**src/rtl/uart_lsu_pkg.sv**
```systemverilog
// +----------------------------------------------------------------------+
// | uart_lsu_pkg : register map, status/irq bit indices, TX FSM states   |
// | Revision     : 1.0                                                   |
// +----------------------------------------------------------------------+
`default_nettype none

package uart_lsu_pkg;

  localparam logic [3:0] REG_TXDATA   = 4'd0;
  localparam logic [3:0] REG_BAUD     = 4'd1;
  localparam logic [3:0] REG_RXDATA   = 4'd2;
  localparam logic [3:0] REG_STATUS   = 4'd3;
  localparam logic [3:0] REG_IRQ_EN   = 4'd4;
  localparam logic [3:0] REG_IRQ_PEND = 4'd5;
  localparam logic [3:0] REG_CTRL     = 4'd6;

  localparam int ST_LOOPBACK = 0;
  localparam int ST_TX_EMPTY = 1;
  localparam int ST_TX_FULL  = 2;
  localparam int ST_RX_EMPTY = 3;
  localparam int ST_RX_FULL  = 4;
  localparam int ST_TX_OVF   = 5;
  localparam int ST_RX_OVF   = 6;
  localparam int ST_TX_BUSY  = 7;

  localparam int IRQ_RX_NONEMPTY = 0;
  localparam int IRQ_TX_EMPTY    = 1;
  localparam int IRQ_OVF         = 2;

  // Write-1-to-clear positions in IRQ_PEND
  localparam int PEND_CLR_RX_OVF = 3;
  localparam int PEND_CLR_TX_OVF = 4;

  typedef enum logic [1:0] {
    IDLE       = 2'd0,
    LAUNCH     = 2'd1,
    WAIT_START = 2'd2,
    WAIT_DONE  = 2'd3
  } tx_state_e;

endpackage

`default_nettype wire

```
**src/rtl/sync_fifo.sv**
```systemverilog
// +----------------------------------------------------------------------+
// | sync_fifo : single-clock show-ahead FIFO, push accepted when full    |
// |             if a pop happens in the same cycle                       |
// | Revision  : 1.0                                                      |
// +----------------------------------------------------------------------+
`default_nettype none

module sync_fifo #(
  parameter int WIDTH = 8,
  parameter int DEPTH = 16
) (
  input  logic                     clk,
  input  logic                     rst_n,
  input  logic                     i_push,
  input  logic                     i_pop,
  input  logic [WIDTH-1:0]         i_wdata,
  output logic [WIDTH-1:0]         o_rdata,
  output logic                     o_full,
  output logic                     o_empty,
  output logic [$clog2(DEPTH):0]   o_level
);

  localparam int AW = $clog2(DEPTH);
  localparam logic [AW:0] C_DEPTH = (AW+1)'(DEPTH);

  logic [WIDTH-1:0] r_mem [DEPTH];
  logic [AW-1:0]    r_wr_ptr;
  logic [AW-1:0]    r_rd_ptr;
  logic [AW:0]      r_level;
  logic             w_do_push;
  logic             w_do_pop;

  assign o_full    = (r_level == C_DEPTH);
  assign o_empty   = (r_level == '0);
  assign o_level   = r_level;
  assign o_rdata   = r_mem[r_rd_ptr];
  assign w_do_pop  = i_pop & ~o_empty;
  assign w_do_push = i_push & (~o_full | w_do_pop);

  always_ff @(posedge clk) begin
    if (w_do_push) r_mem[r_wr_ptr] <= i_wdata;
  end

  always_ff @(posedge clk) begin
    if (!rst_n) begin
      r_wr_ptr <= '0;
      r_rd_ptr <= '0;
      r_level  <= '0;
    end else begin
      if (w_do_push) r_wr_ptr <= r_wr_ptr + 1'b1;
      if (w_do_pop)  r_rd_ptr <= r_rd_ptr + 1'b1;
      case ({w_do_push, w_do_pop})
        2'b10:   r_level <= r_level + 1'b1;
        2'b01:   r_level <= r_level - 1'b1;
        default: r_level <= r_level;
      endcase
    end
  end

endmodule

`default_nettype wire

```
**src/rtl/uart_lsu_bridge.sv**
```systemverilog
// +----------------------------------------------------------------------+
// | uart_lsu_bridge : LSU-mapped UART front-end with TX/RX FIFOs, sticky |
// |                   overflow flags and maskable irq.                   |
// |                   Optional loopback: define UART_LOOPBACK_EN         |
// | Revision        : 1.0                                                |
// +----------------------------------------------------------------------+
`default_nettype none

module uart_lsu_bridge #(
  parameter int          TX_DEPTH = 16,
  parameter int          RX_DEPTH = 16,
  parameter logic [15:0] BAUD_RST = 16'd651
) (
  input  logic        clk_i,
  input  logic        rst_ni,
  input  logic        req_i,
  input  logic        we_i,
  input  logic [3:0]  addr_i,
  input  logic [31:0] wdata_i,
  output logic        gnt_o,
  output logic        rvalid_o,
  output logic [31:0] rdata_o,
  output logic        transmit_o,
  output logic [7:0]  tx_byte_o,
  input  logic        is_transmitting_i,
  input  logic        received_i,
  input  logic [7:0]  rx_byte_i,
  input  logic        recv_error_i,
  output logic        recv_ack_o,
  output logic [15:0] baud_o,
  output logic        irq_o
);
  import uart_lsu_pkg::*;

  localparam int TX_LW = $clog2(TX_DEPTH) + 1;
  localparam int RX_LW = $clog2(RX_DEPTH) + 1;

  logic             w_wr, w_rd, w_loopback, w_lb_push;
  logic             w_tx_push, w_tx_pop, w_tx_full, w_tx_empty, w_tx_drop;
  logic [7:0]       w_tx_head;
  logic [TX_LW-1:0] w_tx_level;
  logic             w_rx_push, w_rx_pop, w_rx_full, w_rx_empty, w_rx_drop;
  logic [8:0]       w_rx_head, w_rx_wdata;
  logic [RX_LW-1:0] w_rx_level;
  logic [2:0]       w_irq_raw;
  logic [31:0]      w_rdata;
  logic             w_unused;
  tx_state_e        r_state, w_state_next;
  logic [15:0]      r_baud;
  logic [2:0]       r_irq_en;
  logic             r_tx_ovf, r_rx_ovf, r_rvalid, r_recv_ack, r_irq;
  logic [31:0]      r_rdata;
  logic [7:0]       r_tx_byte;

  assign w_wr       = req_i & we_i;
  assign w_rd       = req_i & ~we_i;
  assign gnt_o      = req_i;
  assign rvalid_o   = r_rvalid;
  assign rdata_o    = r_rdata;
  assign transmit_o = (r_state == LAUNCH);
  assign tx_byte_o  = r_tx_byte;
  assign recv_ack_o = r_recv_ack;
  assign baud_o     = r_baud;
  assign irq_o      = r_irq;
  assign w_unused   = ^wdata_i[31:16];

`ifdef UART_LOOPBACK_EN
  logic r_loopback;
  always_ff @(posedge clk_i) begin
    if (!rst_ni)                       r_loopback <= 1'b0;
    else if (w_wr && addr_i == REG_CTRL) r_loopback <= wdata_i[0];
  end
  assign w_loopback = r_loopback;
`else
  assign w_loopback = 1'b0;
`endif

  assign w_tx_push = w_wr & (addr_i == REG_TXDATA);
  assign w_tx_drop = w_tx_push & w_tx_full & ~w_tx_pop;

  // Uart-side bytes are ignored in loopback; only the FSM feeds RX then
  assign w_rx_push  = (received_i & ~r_recv_ack & ~w_loopback) | w_lb_push;
  assign w_rx_wdata = w_lb_push ? {1'b0, w_tx_head} : {recv_error_i, rx_byte_i};
  assign w_rx_pop   = w_rd & (addr_i == REG_RXDATA) & ~w_rx_empty;
  assign w_rx_drop  = w_rx_push & w_rx_full & ~w_rx_pop;

  sync_fifo #(.WIDTH(8), .DEPTH(TX_DEPTH)) u_tx_fifo (
    .clk(clk_i), .rst_n(rst_ni), .i_push(w_tx_push), .i_pop(w_tx_pop),
    .i_wdata(wdata_i[7:0]), .o_rdata(w_tx_head), .o_full(w_tx_full),
    .o_empty(w_tx_empty), .o_level(w_tx_level)
  );

  sync_fifo #(.WIDTH(9), .DEPTH(RX_DEPTH)) u_rx_fifo (
    .clk(clk_i), .rst_n(rst_ni), .i_push(w_rx_push), .i_pop(w_rx_pop),
    .i_wdata(w_rx_wdata), .o_rdata(w_rx_head), .o_full(w_rx_full),
    .o_empty(w_rx_empty), .o_level(w_rx_level)
  );

  always_comb begin
    w_state_next = r_state;
    w_tx_pop     = 1'b0;
    w_lb_push    = 1'b0;
    case (r_state)
      IDLE: begin
        if (!w_tx_empty) begin
          w_tx_pop = 1'b1;
          if (w_loopback) w_lb_push    = 1'b1;
          else            w_state_next = LAUNCH;
        end
      end
      LAUNCH:     w_state_next = WAIT_START;
      WAIT_START: if (is_transmitting_i)  w_state_next = WAIT_DONE;
      WAIT_DONE:  if (!is_transmitting_i) w_state_next = IDLE;
      default:    w_state_next = IDLE;
    endcase
  end

  always_ff @(posedge clk_i) begin
    if (!rst_ni) r_state <= IDLE;
    else         r_state <= w_state_next;
  end

  assign w_irq_raw = {r_rx_ovf | r_tx_ovf, w_tx_empty, ~w_rx_empty};

  always_comb begin
    w_rdata = '0;
    case (addr_i)
      REG_TXDATA:   w_rdata = 32'(w_tx_level);
      REG_BAUD:     w_rdata = {16'b0, r_baud};
      // Empty FIFO reads back all-zero rather than a stale entry
      REG_RXDATA:   w_rdata = {22'b0, ~w_rx_empty, w_rx_empty ? 9'b0 : w_rx_head};
      REG_STATUS:   w_rdata = {16'(w_rx_level), 8'(w_tx_level), r_state != IDLE,
                               r_rx_ovf, r_tx_ovf, w_rx_full, w_rx_empty,
                               w_tx_full, w_tx_empty, w_loopback};
      REG_IRQ_EN:   w_rdata = {29'b0, r_irq_en};
      REG_IRQ_PEND: w_rdata = {29'b0, w_irq_raw};
      REG_CTRL:     w_rdata = {31'b0, w_loopback};
      default:      w_rdata = '0;
    endcase
  end

  always_ff @(posedge clk_i) begin
    if (!rst_ni) begin
      r_rvalid   <= 1'b0;
      r_rdata    <= '0;
      r_recv_ack <= 1'b0;
      r_baud     <= BAUD_RST;
      r_irq_en   <= '0;
      r_tx_ovf   <= 1'b0;
      r_rx_ovf   <= 1'b0;
      r_tx_byte  <= '0;
      r_irq      <= 1'b0;
    end else begin
      r_rvalid   <= req_i;
      r_rdata    <= w_rd ? w_rdata : '0;
      r_recv_ack <= received_i;
      r_irq      <= |(r_irq_en & w_irq_raw);
      if (w_wr && addr_i == REG_BAUD)   r_baud   <= wdata_i[15:0];
      if (w_wr && addr_i == REG_IRQ_EN) r_irq_en <= wdata_i[2:0];
      if (w_tx_pop)                     r_tx_byte <= w_tx_head;
      // A new overflow in the same cycle as a clear keeps the flag set
      if (w_wr && addr_i == REG_IRQ_PEND && wdata_i[PEND_CLR_TX_OVF]) r_tx_ovf <= 1'b0;
      if (w_wr && addr_i == REG_IRQ_PEND && wdata_i[PEND_CLR_RX_OVF]) r_rx_ovf <= 1'b0;
      if (w_tx_drop) r_tx_ovf <= 1'b1;
      if (w_rx_drop) r_rx_ovf <= 1'b1;
    end
  end

endmodule

`default_nettype wire

```
**config.mk**
```make
export PLATFORM = sky130hd
export DESIGN_NAME = uart_lsu_bridge
export DESIGN_NICKNAME = d
export VERILOG_FILES = /design/src/rtl/uart_lsu_pkg.sv /design/src/rtl/sync_fifo.sv /design/src/rtl/uart_lsu_bridge.sv
export SDC_FILE = /design/constraint.sdc
export NUM_CORES = 1
export LEC_CHECK = 0
export CAP_MARGIN = 20
export CORE_AREA = 2 2 159 161
export CTS_BUF_LIST = sky130_fd_sc_hd__clkbuf_8
export DETAILED_ROUTE_END_ITERATION = 16
export DIE_AREA = 0 0 161 163
export HOLD_SLACK_MARGIN = 0.06
export PLACE_DENSITY_LB_ADDON = 0.2
export SLEW_MARGIN = 25
export SYNTH_ARGS = -nofsm -noshare
export SYNTH_HDL_FRONTEND = slang
export SYNTH_SLANG_ARGS = --single-unit
export TNS_END_PERCENT = 1
```
**constraint.sdc**
```tcl
create_clock -name clk_i -period 3.1 [get_ports clk_i]
set_input_delay 0.31 -clock clk_i [delete_from_list [all_inputs] [get_ports clk_i]]
set_output_delay 0.31 -clock clk_i [all_outputs]
set_load 0.05 [all_outputs]
```
# After elaboration in Yosys (flattened, before gate mapping)

Memories as Yosys holds them, arrays and structs flattened. A register that Yosys moved wholly into a read port is not among the register bits.
Index checks and enable logic that the tools add are counted.

$add $sub $neg: 8
Equal/unequal tests: 17
Mux-type cells: 20
Bitwise gates (word level): 26
Reductions and logical operators: 18

Operators with widths:

| cell                  | number |
|---|---|
| $pmux W21 S6          | 1 |
| $pmux W5 S2           | 2 |
| $add A4 B1 Y4 const B | 4 |
| $and A1 B1 Y1         | 14 |
| $add A5 B1 Y5 const B | 2 |
| $eq A5 B5 Y1 const B  | 2 |
| $logic_not A5 Y1      | 2 |
| $mux W1               | 10 |
| $reduce_bool A2 Y1    | 5 |
| $sub A5 B1 Y5 const B | 2 |
| $mux W9               | 1 |
| $eq A2 B2 Y1 const B  | 4 |
| $eq A4 B2 Y1 const B  | 2 |
| $eq A4 B3 Y1 const B  | 2 |
| $mux W4               | 2 |
| $not A1 Y1            | 8 |
| $pmux W2 S4           | 1 |
| $eq A2 B1 Y1 const B  | 3 |
| $mux W2               | 3 |
| $ne A2 B2 Y1 const B  | 3 |
| $logic_and A1 B1 Y1   | 5 |
| $eq A4 B1 Y1 const B  | 1 |
| $logic_not A4 Y1      | 1 |
| $and A3 B3 Y3         | 1 |
| 6 further kinds       | 8 |

Bits in registers: 84
Memory bits (writable): 272
Bits of input ports: 51
Output and inout bits: 61
Memories: 2

Memory list:

| name            | words | bits a word | rd ports | clocked after memory_dff | wr ports | RTL line        | text |
|---|---|---|---|---|---|---|---|
| u_rx_fifo.r_mem | 16    | 9           | 1        | 1                        | 1        | sync_fifo.sv:26 | `logic [WIDTH-1:0] r_mem [DEPTH];` |
| u_tx_fifo.r_mem | 16    | 8           | 1        | 1                        | 1        | sync_fifo.sv:26 |  |

# Depth between registers and ports, before layout

Gate-level depths: netlist of the first run.

Word-level depth: 9
Depth in mapped cells: 12

# By module

Synthesis of the first run repeated with hierarchy kept, for this count alone.

Cells, all modules: 945
Area total of the unflattened synthesis: 14,726.6 sq um

By module, submodules not included:

| module                | instances | cells each | area each (sq um) | seq. area each (sq um) |
|---|---|---|---|---|
| sync_fifo (u_rx_fifo) | 1         | 346        | 6,478.7           | 4,664.5 |
| sync_fifo (u_tx_fifo) | 1         | 333        | 5,911.9           | 4,184.0 |
| uart_lsu_bridge       | 1         | 266        | 2,336.0           | 1,101.1 |

# Worst setup path before layout of the first run

Ideal clock, no wire load.

Path kind: input port to flip-flop
From: in addr_i[1]
To: mem u_rx_fifo.r_mem[0][0] (enable)
Library setup time: 0.387 ns
Arrival: 2.315 ns
Path slack: 0.398 ns
Stages: 7
Cell sequence: buf_2 -> or4b_4 -> o211ai_1 -> and2_1 -> buf_2 -> nand2_1 -> nor3_1

Longest elaborated chain between the ends: 8

RTL lines:

| element                       | RTL line              | text |
|---|---|---|
| start, declared               | uart_lsu_bridge.sv:18 | `input logic [3:0] addr_i,` |
| $eq A4 B2 Y1                  | uart_lsu_bridge.sv:84 | `assign w_rx_pop = w_rd & (addr_i == REG_RXDATA) & ~w_rx_empty;` |
| $and A1 B1 Y1 (2 in series)   | uart_lsu_bridge.sv:84 |  |
| $and A1 B1 Y1                 | sync_fifo.sv:37       | `assign w_do_pop = i_pop & ~o_empty;` |
| $or A1 B1 Y1                  | sync_fifo.sv:38       | `assign w_do_push = i_push & (~o_full \| w_do_pop);` |
| $and A1 B1 Y1                 | sync_fifo.sv:38       |  |
| $mux W1                       | sync_fifo.sv:41       | `if (w_do_push) r_mem[r_wr_ptr] <= i_wdata;` |
| $mux W1 (implied by the code) | sync_fifo.sv:41       |  |
| end, declared                 | sync_fifo.sv:26       |  |

Every way passes these cells.

# Final worst setup path of the first run

From: reg u_tx_fifo.r_level[0], in the netlist u_tx_fifo.o_level[0]
To: reg u_tx_fifo.r_level[4], in the netlist u_tx_fifo.o_level[4]

Longest elaborated chain between the ends: 8
Elaborated cells between the ends (all ways): 15
Classes of those cells: 2 x add/sub; 3 x eq/ne; 3 x mux; 5 x bitwise; 2 x reduce/logical

RTL lines:

| element                                                  | RTL line               | text |
|---|---|---|
| start, declared                                          | sync_fifo.sv:29        | `logic [AW:0] r_level;` |
| start signal, assigned                                   | sync_fifo.sv:53        | `2'b10: r_level <= r_level + 1'b1;` |
| start signal, assigned                                   | sync_fifo.sv:54        | `2'b01: r_level <= r_level - 1'b1;` |
| start signal, assigned                                   | sync_fifo.sv:55        | `default: r_level <= r_level;` |
| $logic_not A5 Y1                                         | sync_fifo.sv:34        | `assign o_empty = (r_level == '0);` |
| $mux W1                                                  | uart_lsu_bridge.sv:105 | `if (!w_tx_empty) begin` |
| $mux W1                                                  | uart_lsu_bridge.sv:103 | `case (r_state)` |
| $and A1 B1 Y1                                            | sync_fifo.sv:37        |  |
| $or A1 B1 Y1                                             | sync_fifo.sv:38        |  |
| $and A1 B1 Y1                                            | sync_fifo.sv:38        |  |
| $eq A2 B1 Y1 / $eq A2 B2 Y1 (equally long branches)      | sync_fifo.sv:52        | `case ({w_do_push, w_do_pop})` |
| $pmux W5 S2 / $reduce_bool A2 Y1 (equally long branches) | --                     |  |

Several ways; a longest one is shown, not always the timed one.
A chain may end at the register's enable or synchronous reset.

==> metrics.txt, run 1 <==
outcome complete, no violations; register bit total from synthesis 357; post-route ant nets 0; critical-path cell list or4_1 > o21ai_2 > nor2_1 > xor2_1 > ha_1 > nor4_1 > o31ai_1 > o22ai_1 > xnor2_1 > and2_1; largest net degree at the start of global routing 65; initial antenna violation count 0; Worst-path clk slew 0.06 ns; post-synth cell types 60; max_cap viols 0; dpl hpwl 19,700 microns; # DRC 0; layout net count 1,128; Main synth FF type edfxtp_1; Rel. slew slack 0.513; gr usage total 0.231; Avg Inst Size Synth 15.9 sq um; P_leak 5.70 nW; Ports 112; layout cells sized above 1 0.213; CP Class flip-flop to flip-flop; EDFF count, synth 272; CP startpoint kind flip-flop; die width 161 microns; WHS Endpoint baud_o[14]; FF-to-FF Start u_tx_fifo.o_level[0]; # rows 58; Least-Margin Pin Slew 0.728 ns; Synth warnings 0; Peak supply drop 569 uV; Slew Viols, Final 0; Post-synth ARST share 0; area of the multi-input gates 0.00425 sq mm; RSZ-0062 raised after global routing no; Crit path arrival time 2.98 ns; Clock power frac 0.344; Initial Util 0.585; final hold violation count 0; post-CTS setup buffers 0; Final setup viols 0; 1st-pass router iterations 5; total power 10.9 mW; Comb pwr share 0.160; Sum Neg Setup Slack 0 ns; clk sinks 357; Syn Inst Count 906; Die Y 163 microns; CTS resizes 0; routed len/inst 20.7 microns; Clock H-tree levels 2; first-pass GRT wire length 45,900 microns; wirelength, routed 29,600 microns; Tmin final 2.52 ns; number of fill cells 1,647; Power Dens Cells 638 mW/mm^2; sequential share of the synthesized area 0.683; clk_lat worst skew 0.57 ns; Detailed Route Iter0 Violations 631; worst reg2reg path depth 10; via count 8,178; Layout Skew 0.0175 ns; CP max stage delay 0.60 ns; hold_buf cts 1; switching share of power 0.262; vias in the first global route 8,128; register area 0.00987 sq mm; Crit. End Element flip-flop; worst-path fanout max 8; post-layout util 0.689; clk root buf clkbuf_8; fin crit share 0.813; Finished Cell Area 0.0170 sq mm; CP required 3.56 ns; DP Area 0.0159 sq mm; ant diodes 0; total grt overflow 0; clk buf depth 3; core footprint 0.0247 sq mm; routed vias/inst 5.71; critical path's slowest cell or4_1; Seq pwr share 0.497; smallest hold slack 0.303 ns; hold path depth 3; TritonCTS clock tree done; Mapped Area 0.0144 sq mm; Port Buffers 84; reg-to-reg endpoint u_tx_fifo.o_level[4]; Final GP Congestion 0.893; die area 0.0262 sq mm; r2r setup slk 0.58 ns; Max Clk Rate 0.397 GHz; TritonCTS Buffers 54; HP Start wdata_i[14]; area growth from synthesis to layout 17.8%; sw power 2.84 mW; internal power 8.01 mW; worst hold path type input pin to flip-flop
## cell usage after synthesis, types with 2 or more instances
cell	n	area [sq um]
a2111oi_4	2	55.1
a21boi_0	12	90.1
a21boi_1	3	22.5
a21oi_1	19	95.1
a221oi_1	3	26.3
a22oi_1	24	180
a31o_2	8	70.1
a31oi_1	4	25.0
a32oi_1	4	35.0
and2_1	27	169
and3_1	3	18.8
buf_1	3	11.3
buf_2	14	70.1
buf_4	12	90.1
clkbuf_1	33	124
dfxtp_1	85	1700
edfxtp_1	272	8170
ha_1	18	225
inv_1	11	41.3
mux2_2	8	90.1
mux2i_1	27	270
mux4_2	67	1510
nand2_1	64	240
nand2b_1	10	62.6
nand3_1	16	80.1
nand4_1	5	31.3
nor2_1	49	184
nor2b_1	16	100
nor3_1	13	65.1
nor3_2	2	20.0
nor4_1	2	12.5
o211ai_1	2	15.0
o21ai_0	6	30.0
o22ai_1	11	68.8
o31ai_1	2	15.0
or2_2	3	18.8
or3_1	4	25.0
or4_1	3	22.5
xnor2_1	16	140
xor2_1	3	26.3
## how the worst max path moves through the flow
stage	to	depth (start not counted)	from	slack, ns
final	u_tx_fifo.o_level[4]	10	u_tx_fifo.o_level[0]	0.58
after global routing	u_tx_fifo.r_mem[0][5]	7	r_state[1]	0.50
after CTS	u_tx_fifo.o_level[4]	10	u_tx_fifo.o_level[0]	0.61
after detailed placement	u_rx_fifo.r_mem[2][3]	7	addr_i[0]	0.17
after global placement	u_rx_fifo.r_mem[3][5]	7	addr_i[0]	0.21
after floorplan	u_rx_fifo.r_mem[0][0]	7	addr_i[1]	0.40
## power by group through the flow
stage,clock (mW),sequential [mW],combinational [mW]
floorplan,0,5.62,1.08
global placement,0,5.48,1.72
detailed placement,0,5.49,1.74
CTS,3.82,5.39,1.75
global route,4.04,5.40,1.87
finish,3.73,5.39,1.74
## registers in the layout (all words and copies together) (netlist names), named ones only
register            count
r_state                 2
rdata_o                21
u_tx_fifo.r_wr_ptr      4
u_rx_fifo.o_level       5
rvalid_o                1
tx_byte_o               8
r_rx_ovf                1
irq_o                   1
u_tx_fifo.o_level       5
u_rx_fifo.r_wr_ptr      4
recv_ack_o              1
u_tx_fifo.r_mem       128
r_irq_en                3
r_tx_ovf                1
u_tx_fifo.r_rd_ptr      4
u_rx_fifo.r_mem       144
u_rx_fifo.r_rd_ptr      4
baud_o                 16
## layout make-up
type / count / area share
Clock buffer: 56 / 0.0453
Clock inverter: 43 / 0.0173
Inverter: 11 / 0.00243
Timing Repair Buffer: 151 / 0.0803
Tap cell: 330 / 0.0243
Sequential cell: 357 / 0.580
Multi-Input combinational cell: 484 / 0.250
## layout by cell type (no fill, tap or decap), types with 25 or more instances in the layout
cell	n
dfxtp_1	83
mux4_2	67
nor2_1	49
clkbuf_8	56
buf_4	64
nand2_1	64
and2_1	27
clkdlybuf4s50_1	83
edfxtp_1	272
mux2i_1	27
inv_1	25
## stage by stage
stage / cells / worst slack (ns)
floorplan: 916 / 0.398
global placement: 1332 / 0.210
detailed placement: 1332 / 0.174
CTS: 1432 / 0.613
global route: 1432 / 0.498
finish: 1432 / 0.579
## critical path: cells and delay by family (launching register included)
family                   cells  cell delay (ns)
AO/OA/AOI/OAI                3             0.48
flip-flops                   1             0.40
adder cells (fa/ha/maj)      1             0.24
XOR/XNOR                     2             0.25
AND/OR/NAND/NOR              4             1.06
## cells by family (layout without fill, tap and decap cells)
logic type / count (synthesis) / after routing / synth area share
flops: 357 / 357 / 0.683
simple gates: 223 / 223 / 0.0775
compound gates: 111 / 111 / 0.0574
mux: 102 / 102 / 0.129
buf+inv: 75 / 261 / 0.0248
xor+xnor: 19 / 19 / 0.0115
fa+ha+maj: 18 / 18 / 0.0156
other cells: 1 / 11 / 0.000260
## routing by layer
metal	vias to the layer above	part of all wire	global-route usage
met5	-	0	0
met4	0	0.016	0.0593
met3	37	0.072	0.0451
met2	312	0.49	0.383
met1	4037	0.42	0.319
li1	3792	-	-
No activity file was read; power rests on OpenSTA's default activity.
==> run 2: changes to the inputs <==
Settings changed: CORE_AREA 2 2 159 161 to 2 2 166 168, DIE_AREA 0 0 161 163 to 0 0 168 170.
Clock period 3.1 ns to 2.1 ns, I/O delays scaled along.
==> metrics.txt, run 2 (synthesis results as in run 1) <==
outcome finished with violations; failing checks negative setup slack; via count 8,545; placed cells 1,415; P_leak 6.15 nW; largest net degree at the start of global routing 66; highest-count cells in the layout ignoring fill and taps edfxtp_1 (272), buf_4 (125), dfxtp_1 (81); clk root buf clkbuf_8; Slew Viols, Final 0; Power Dens Cells 915 mW/mm^2; register name with the most flops u_rx_fifo.r_mem; most common cell after layout, fill and taps aside edfxtp_1; Peak supply drop 488 uV; total power 16.2 mW; TritonCTS Buffers 54; die width 168 microns; Initial Util 0.542; layout cells sized above 1 0.290; TritonCTS clock tree done; # DRC 0; post-route ant nets 0; post-CTS setup buffers 0; clk_lat worst skew 0.59 ns; dpl hpwl 21,500 microns; number of fill cells 1,836; CP required 2.57 ns; Die Y 170 microns; Rel. slew slack 0.537; Final setup viols 2; Max Clk Rate 0.459 GHz; RSZ-0062 raised after global routing yes; first-pass GRT wire length 48,500 microns; final hold violation count 0; smallest hold slack 0.206 ns; gr usage total 0.225; Final GP Congestion 0.870; Sum Neg Setup Slack -0.0936 ns; area growth from synthesis to layout 22.9%; Worst-path clk slew 0.06 ns; total grt overflow 0; Crit. End Element flip-flop; clk sinks 357; 1st-pass router iterations 5; clk buf depth 3; setup slack after layout -0.0768 ns; vias in the first global route 8,561; CP startpoint kind flip-flop; Tmin final 2.18 ns; die area 0.0286 sq mm; layout net count 1,200; wirelength, routed 31,500 microns; Least-Margin Pin Slew 0.692 ns; routed vias/inst 5.63; Layout Skew 0.0291 ns; Detailed Route Iter0 Violations 806; fin crit share 1.04; Port Buffers 84; worst hold path type input pin to flip-flop; Crit path arrival time 2.64 ns; # rows 60; worst-path fanout max 2; Ports 112; initial antenna violation count 0; routed len/inst 20.7 microns; Layout Cells excl Fill 1,518; number of flip-flops in the largest register 144; max_cap viols 0; CP Class flip-flop to flip-flop; core footprint 0.0267 sq mm; ant diodes 0; Clock H-tree levels 2
-- run 2: metrics by stage --
stage                     utilization  setup WS [ns]  instance area [sq um]
after detailed placement        0.623         -0.619                  16600
after global placement          0.623         -0.567                  16600
after CTS                       0.663         -0.124                  17700
after global routing            0.666         -0.146                  17700
after floorplan                     -         -0.315                  14600
final                           0.666        -0.0768                  17700
-- run 2: area by class of cell --
type | count | area (sq um) | area share
inverter | 11 | 41.3 | 0.00233
multi-input combinational | 484 | 4390 | 0.248
timing repair buffer | 223 | 1990 | 0.112
clock inverter | 43 | 208 | 0.0117
tap | 341 | 427 | 0.0240
clock buffer | 59 | 812 | 0.0458
sequential | 357 | 9870 | 0.557
-- run 2: final timing paths --
kind / from / end / slack [ns] / depth (start not counted)
max: u_tx_fifo.o_level[0] / u_tx_fifo.o_level[4] / -0.08 / 10
min: wdata_i[14] / baud_o[14] / 0.21 / 3
max reg2reg: u_tx_fifo.o_level[0] / u_tx_fifo.o_level[4] / -0.08 / 10
min reg2reg: baud_o[14] / baud_o[14] / 0.48 / 2
-- run 2: power breakdown --
part / internal, mW / switching (mW)
sequential: 7.78 / 0.106
clock: 2.71 / 2.57
combinational: 1.36 / 1.71
total: 11.8 / 4.38
-- run 2: metal layers --
metal / vias to the layer above / GRT usage / wire, microns
li1: 3927 / - / -
met3: 58 / 0.0402 / 2180
met5: - / 0 / 0
met2: 341 / 0.357 / 14700
met4: 0 / 0.0669 / 736
met1: 4219 / 0.324 / 13800
-- run 2: critical path: stages, from the launching register on --
cell and delay (ns):
dfxtp_2 0.32, or4_4 0.54, o21ai_4 0.17, nor2_2 0.07, xor2_1 0.15, ha_2 0.19, nor4_2 0.13, o31ai_1 0.12
o22ai_2 0.16, xnor2_1 0.08, and2_1 0.14
-- run 2: what timing repair did --
action                                  4_1_cts  5_1_grt
hold endpoints to repair                      1        0
gates resized for setup                      10       22
pin swaps                                     5        9
hold buffers                                  1        0
endpoints found under the setup margin      107      234
